===== config.mk =====
export PLATFORM = sky130hd
export DESIGN_NAME = pll_reset_seq
export DESIGN_NICKNAME = d
export VERILOG_FILES = /design/src/rtl/clk_rst_pkg.sv /design/src/rtl/sync_bit.sv /design/src/rtl/pll_reset_seq.sv
export SDC_FILE = /design/constraint.sdc
export NUM_CORES = 1
export LEC_CHECK = 0
export CORE_MARGIN = 1
export CORE_UTILIZATION = 30
export DETAILED_ROUTE_END_ITERATION = 16
export GPL_ROUTABILITY_DRIVEN = 0
export SYNTH_ARGS = -nofsm -noshare
export SYNTH_HDL_FRONTEND = slang
export SYNTH_HIERARCHICAL = 1
export SYNTH_SLANG_ARGS = --single-unit
export TNS_END_PERCENT = 20

===== constraint.sdc =====
create_clock -name clk -period 6.3 [get_ports clk]
set_clock_uncertainty 0.15 [all_clocks]
set_input_delay 1.575 -clock clk [delete_from_list [all_inputs] [get_ports clk]]
set_output_delay 1.575 -clock clk [all_outputs]
set_load 0.05 [all_outputs]

===== src/rtl/clk_rst_pkg.sv =====
// clk_rst_pkg: shared types and defaults for clock-domain reset sequencers.
//   seq_state_t       - 2-bit sequencer state, encoding visible on debug ports
//   DEF_*_CYCLES      - default qualification / timeout / pulse lengths
package clk_rst_pkg;

  typedef enum logic [1:0] {
    ST_WAIT_LOCK = 2'd0,
    ST_STABLE    = 2'd1,
    ST_RUN       = 2'd2,
    ST_PLL_RST   = 2'd3
  } seq_state_t;

  localparam int DEF_STABLE_CYCLES  = 1024;
  localparam int DEF_TIMEOUT_CYCLES = 65536;
  localparam int DEF_PLL_RST_CYCLES = 16;

endpackage


===== src/rtl/sync_bit.sv =====
// sync_bit: single-bit multi-flop synchroniser with async active-low reset.
//   clk, rst_n - destination clock / async reset (chain clears to 0)
//   d          - asynchronous input bit
//   q          - d after STAGES destination-clock flops
module sync_bit #(
  parameter int STAGES = 2
) (
  input  logic clk,
  input  logic rst_n,
  input  logic d,
  output logic q
);

  logic [STAGES-1:0] chain;

  always_ff @(posedge clk or negedge rst_n) begin
    if (!rst_n) chain <= '0;
    else        chain <= {chain[STAGES-2:0], d};
  end

  assign q = chain[STAGES-1];

endmodule


===== src/rtl/pll_reset_seq.sv =====
// pll_reset_seq: qualifies PLL lock and sequences the datapath reset.
//   clk           - free-running reference clock (not PLL-derived)
//   rst_n         - async active-low reset
//   locked_async  - raw PLL lock, asynchronous to clk
//   clear_counts  - sync pulse, zeroes both event counters (beats increments)
//   pll_rst       - PLL reset request, high for PLL_RST_CYCLES after a timeout
//   dp_rst_n      - datapath reset, high only in RUN
//   ready         - high only in RUN
//   loss_count    - saturating count of lock losses while in RUN
//   timeout_count - saturating count of lock timeouts
//   state         - current sequencer state (seq_state_t encoding)
module pll_reset_seq
  import clk_rst_pkg::*;
#(
  parameter int SYNC_STAGES    = 2,
  parameter int STABLE_CYCLES  = DEF_STABLE_CYCLES,
  parameter int TIMEOUT_CYCLES = DEF_TIMEOUT_CYCLES,
  parameter int PLL_RST_CYCLES = DEF_PLL_RST_CYCLES,
  parameter int CNT_W          = 17,
  parameter int EVT_W          = 8
) (
  input  logic             clk,
  input  logic             rst_n,
  input  logic             locked_async,
  input  logic             clear_counts,
  output logic             pll_rst,
  output logic             dp_rst_n,
  output logic             ready,
  output logic [EVT_W-1:0] loss_count,
  output logic [EVT_W-1:0] timeout_count,
  output logic [1:0]       state
);

  localparam logic [CNT_W-1:0] STABLE_LAST  = CNT_W'(STABLE_CYCLES - 1);
  localparam logic [CNT_W-1:0] TIMEOUT_LAST = CNT_W'(TIMEOUT_CYCLES - 1);
  localparam logic [CNT_W-1:0] PLLRST_LAST  = CNT_W'(PLL_RST_CYCLES - 1);
  localparam logic [CNT_W-1:0] CNT_ONE      = CNT_W'(1);
  localparam logic [EVT_W-1:0] EVT_ONE      = EVT_W'(1);

  logic             lk;
  seq_state_t       st;
  logic [CNT_W-1:0] cnt;
  logic             loss_evt;
  logic             timeout_evt;

  sync_bit #(.STAGES(SYNC_STAGES)) u_lk_sync (
    .clk   (clk),
    .rst_n (rst_n),
    .d     (locked_async),
    .q     (lk)
  );

  // Event strobes mirror the FSM transitions below so the counters stay
  // in a separate, simpler block.
  assign loss_evt    = (st == ST_RUN) && !lk;
  assign timeout_evt = (st == ST_WAIT_LOCK) && !lk && (cnt == TIMEOUT_LAST);

  // Outputs are set on the transition into each state, so they are pure
  // flops with no path from lk or locked_async.
  always_ff @(posedge clk or negedge rst_n) begin
    if (!rst_n) begin
      st       <= ST_WAIT_LOCK;
      cnt      <= '0;
      pll_rst  <= 1'b0;
      dp_rst_n <= 1'b0;
      ready    <= 1'b0;
    end else begin
      case (st)
        ST_WAIT_LOCK: begin
          if (lk) begin
            st  <= ST_STABLE;
            cnt <= '0;
          end else if (cnt == TIMEOUT_LAST) begin
            st      <= ST_PLL_RST;
            cnt     <= '0;
            pll_rst <= 1'b1;
          end else begin
            cnt <= cnt + CNT_ONE;
          end
        end
        ST_STABLE: begin
          // A dropout here is just an unqualified lock, not a loss.
          if (!lk) begin
            st  <= ST_WAIT_LOCK;
            cnt <= '0;
          end else if (cnt == STABLE_LAST) begin
            st       <= ST_RUN;
            cnt      <= '0;
            dp_rst_n <= 1'b1;
            ready    <= 1'b1;
          end else begin
            cnt <= cnt + CNT_ONE;
          end
        end
        ST_RUN: begin
          if (!lk) begin
            st       <= ST_WAIT_LOCK;
            cnt      <= '0;
            dp_rst_n <= 1'b0;
            ready    <= 1'b0;
          end
        end
        ST_PLL_RST: begin
          // lk is meaningless while the PLL is held in reset.
          if (cnt == PLLRST_LAST) begin
            st      <= ST_WAIT_LOCK;
            cnt     <= '0;
            pll_rst <= 1'b0;
          end else begin
            cnt <= cnt + CNT_ONE;
          end
        end
        default: begin
          st       <= ST_WAIT_LOCK;
          cnt      <= '0;
          pll_rst  <= 1'b0;
          dp_rst_n <= 1'b0;
          ready    <= 1'b0;
        end
      endcase
    end
  end

  always_ff @(posedge clk or negedge rst_n) begin
    if (!rst_n) begin
      loss_count    <= '0;
      timeout_count <= '0;
    end else if (clear_counts) begin
      loss_count    <= '0;
      timeout_count <= '0;
    end else begin
      if (loss_evt && (loss_count != '1))
        loss_count <= loss_count + EVT_ONE;
      if (timeout_evt && (timeout_count != '1))
        timeout_count <= timeout_count + EVT_ONE;
    end
  end

  assign state = st;

endmodule


==> results_dict.tcl <==
set metrics [dict create \
    ys_seq_area_share_pct 46.3 \
    grt_pass1_wl_mm 7.51 \
    slew_violations 0 \
    finalCritPeriodShare_pct 55.3 \
    dr_wl_met3_um 140 \
    powerDensity_mw_per_mm2 268 \
    syn-num-nets 224 \
    syn_to_final_growth_pct 20.3 \
    cts_htree_levels 2 \
    cpPeakStageDelay_ns 0.88 \
    via_per_inst 4.79 \
    crit_path_end_kind "output pin" \
    antenna_found_initial 0 \
    worstPathMaxFanout 14 \
    arrival_ns 1.76 \
    rsz0062_at_grt "false" \
    initial_core_util_pct 31.0 \
    grt_pass1_vias 1591 \
    pin_count 25 \
    hold_path_class "flop to flop" \
    avgRoutedWirePerCell_um 12.7 \
    vias 1610 \
    fmax_mhz 287 \
    ys_ff_latch 39 \
    ys_types 44 \
    p_total_mw 0.681 \
    die-area_mm2 0.00737 \
    layout_commonest_cell "dfrtp_1" \
    cts_root_buf "clkbuf_8" \
    cts_tree "yes" \
    status "finished, final reports clean" \
    post-dp-hpwl_mm 2.97 \
    synth_edf_count 0 \
    die_h_um 85.9 \
    fin_crit_ns 3.48 \
    m1WireLength_mm 2.04 \
    finalSetupViolCount 0 \
    avgSynthCellArea_um2 9.86 \
    wl_mm 4.25 \
    clockBufferDepth 2 \
    cp.required_ns 4.58 \
    p_leak_nw 1.08 \
    tns_ns 0 \
    ant_nets 0 \
    crit_type "flop to output pin" \
    grt_overflow 0 \
    firstDrtPassIters 4 \
    final_cell_mix "dfrtp_1, nor2_1, clkdlybuf4s50_1" \
    layout-drive-gt1-share_pct 7.08 \
    max_cap_violations 0 \
    grt_max_degree 40 \
    clk_pin_slew_ns 0.08 \
    cp-start-kind "flop" \
    worstSkewPairLatency_ns 0.29 \
    max-vdd-ir-drop_uv 121 \
    critPathSlowestCell "clkdlybuf4s50_1" \
    postCtsSetupBuffers 0 \
    synth_ff_type "dfrtp_1" \
    grt.total_usage_pct 12.9 \
    hold_violations 0 \
    syn_inst 214 \
    final_nets 249 \
    port_buffers 24 \
    core-area_mm2 0.00679 \
    worstMarginPinSlew_ns 0.895 \
    initialDrtViolationCount 101 \
    rows 30 \
    cts.sinks 39 \
    ys_warn_count 6 \
    async_reset_ff_share_pct 100 \
    critPathTopFamily "buffers and inverters" \
    cts_hold_buf 0 \
    topRoutingLayerUsed "met4" \
    cts_buffers 5 \
    cp_cell_sequence "clkdlybuf4s50_1" \
    dr_wl_met2_mm 2.02 \
    drc 0 \
    cts_resized 0 \
    syn_area_mm2 0.00211 \
    antenna_cells 0 \
    die_x_um 85.9 \
    relSlewSlack_pct 40.3 \
    crit_buf_inv 1 \
]
-- metrics by stage --
| stage | area, um2 | utilization, % | worst slack [ns] | instances | hold WS (ns) |
|---|---|---|---|---|---|
| finish | 2540 | 37.4 | 2.82 | 336 | 0.201 |
| CTS | 2540 | 37.4 | 2.81 | 336 | 0.205 |
| detailed placement | 2420 | 35.6 | 3.13 | 328 | 0.187 |
| global placement | 2420 | 35.6 | 3.13 | 328 | 0.186 |
| floorplan | 2110 | - | 3.65 | 214 | 0.181 |
| global route | 2540 | 37.4 | 2.74 | 336 | 0.225 |
-- state kept, by name, indices dropped and copies added, names as in the netlist --
signal and cells:
pll_rst 1, state 2, ready 1, loss_count 8, u_lk_sync/chain 2, timeout_count 8
cnt 17
-- report_power, final --
part           leakage, nW  internal, mW  switching [mW]
logic                0.485        0.0584           0.108
registers            0.534         0.266          0.0328
clock network       0.0612         0.128          0.0876
-- cells in the mapped netlist, types with 2 or more instances --
| master | number | area [um2] |
|---|---|---|
| o311ai_2 | 2 | 32.5 |
| buf_6 | 2 | 22.5 |
| nand4_2 | 2 | 25.0 |
| nor4_1 | 3 | 18.8 |
| xor2_1 | 9 | 78.8 |
| and2_1 | 3 | 18.8 |
| a21oi_1 | 4 | 20.0 |
| mux2i_1 | 2 | 20.0 |
| nand3_1 | 11 | 55.1 |
| nor2_1 | 29 | 109 |
| inv_1 | 8 | 30.0 |
| or3_1 | 3 | 18.8 |
| nand2_1 | 19 | 71.3 |
| ha_1 | 6 | 75.1 |
| nor3_1 | 10 | 50.1 |
| nand4_1 | 4 | 25.0 |
| and4_1 | 3 | 26.3 |
| dfrtp_1 | 39 | 976 |
| buf_2 | 2 | 10.0 |
| o2bb2ai_1 | 2 | 17.5 |
| a22o_1 | 2 | 17.5 |
| and3_1 | 10 | 62.6 |
| xnor2_1 | 12 | 105 |
| o21ai_0 | 7 | 35.0 |
-- final cells by class --
type,instances,area [um2]
fillers,687,4260
multi-input cells,161,1060
flip-flops and latches,39,976
repair buffers,24,235
well taps,96,120
clock buffers,6,82.6
clock inverters,2,35.0
inverters,8,30.0
-- routing by layer --
metal  vias to the layer above  global-route usage, %
li1                        810                      -
met1                       771                   16.7
met2                        24                   21.2
met5                         -                      0
met4                         0                   4.09
met3                         5                   3.27
-- logic make-up after synthesis --
| logic type | Yosys count | synth area share, % |
|---|---|---|
| simple gates | 104 | 25.8 |
| flops | 39 | 46.3 |
| compound gates | 27 | 10.7 |
| xor+xnor | 21 | 8.72 |
| buf+inv | 14 | 3.50 |
| fa+ha+maj | 6 | 3.56 |
| mux | 3 | 1.48 |
-- path summary, 6_finish.rpt --
path	endpoint	slack, ns	depth (start not counted)	start
min in group asynchronous	loss_count[7]$_DFFE_PN0P_	1.27	1	rst_n
worst min-delay path	u_lk_sync/chain[1]$_DFF_PN0_	0.20	0	u_lk_sync/chain[0]$_DFF_PN0_
worst max register to register	timeout_count[7]$_DFFE_PN0P_	3.56	9	cnt[2]$_DFFE_PN0N_
worst max-delay path	state[1]	2.82	1	state[1]$_DFFE_PN0P_
max in group asynchronous	timeout_count[6]$_DFFE_PN0P_	4.18	1	rst_n
worst min register to register	u_lk_sync/chain[1]$_DFF_PN0_	0.20	0	u_lk_sync/chain[0]$_DFF_PN0_
Power figures use the tool's default switching activity.
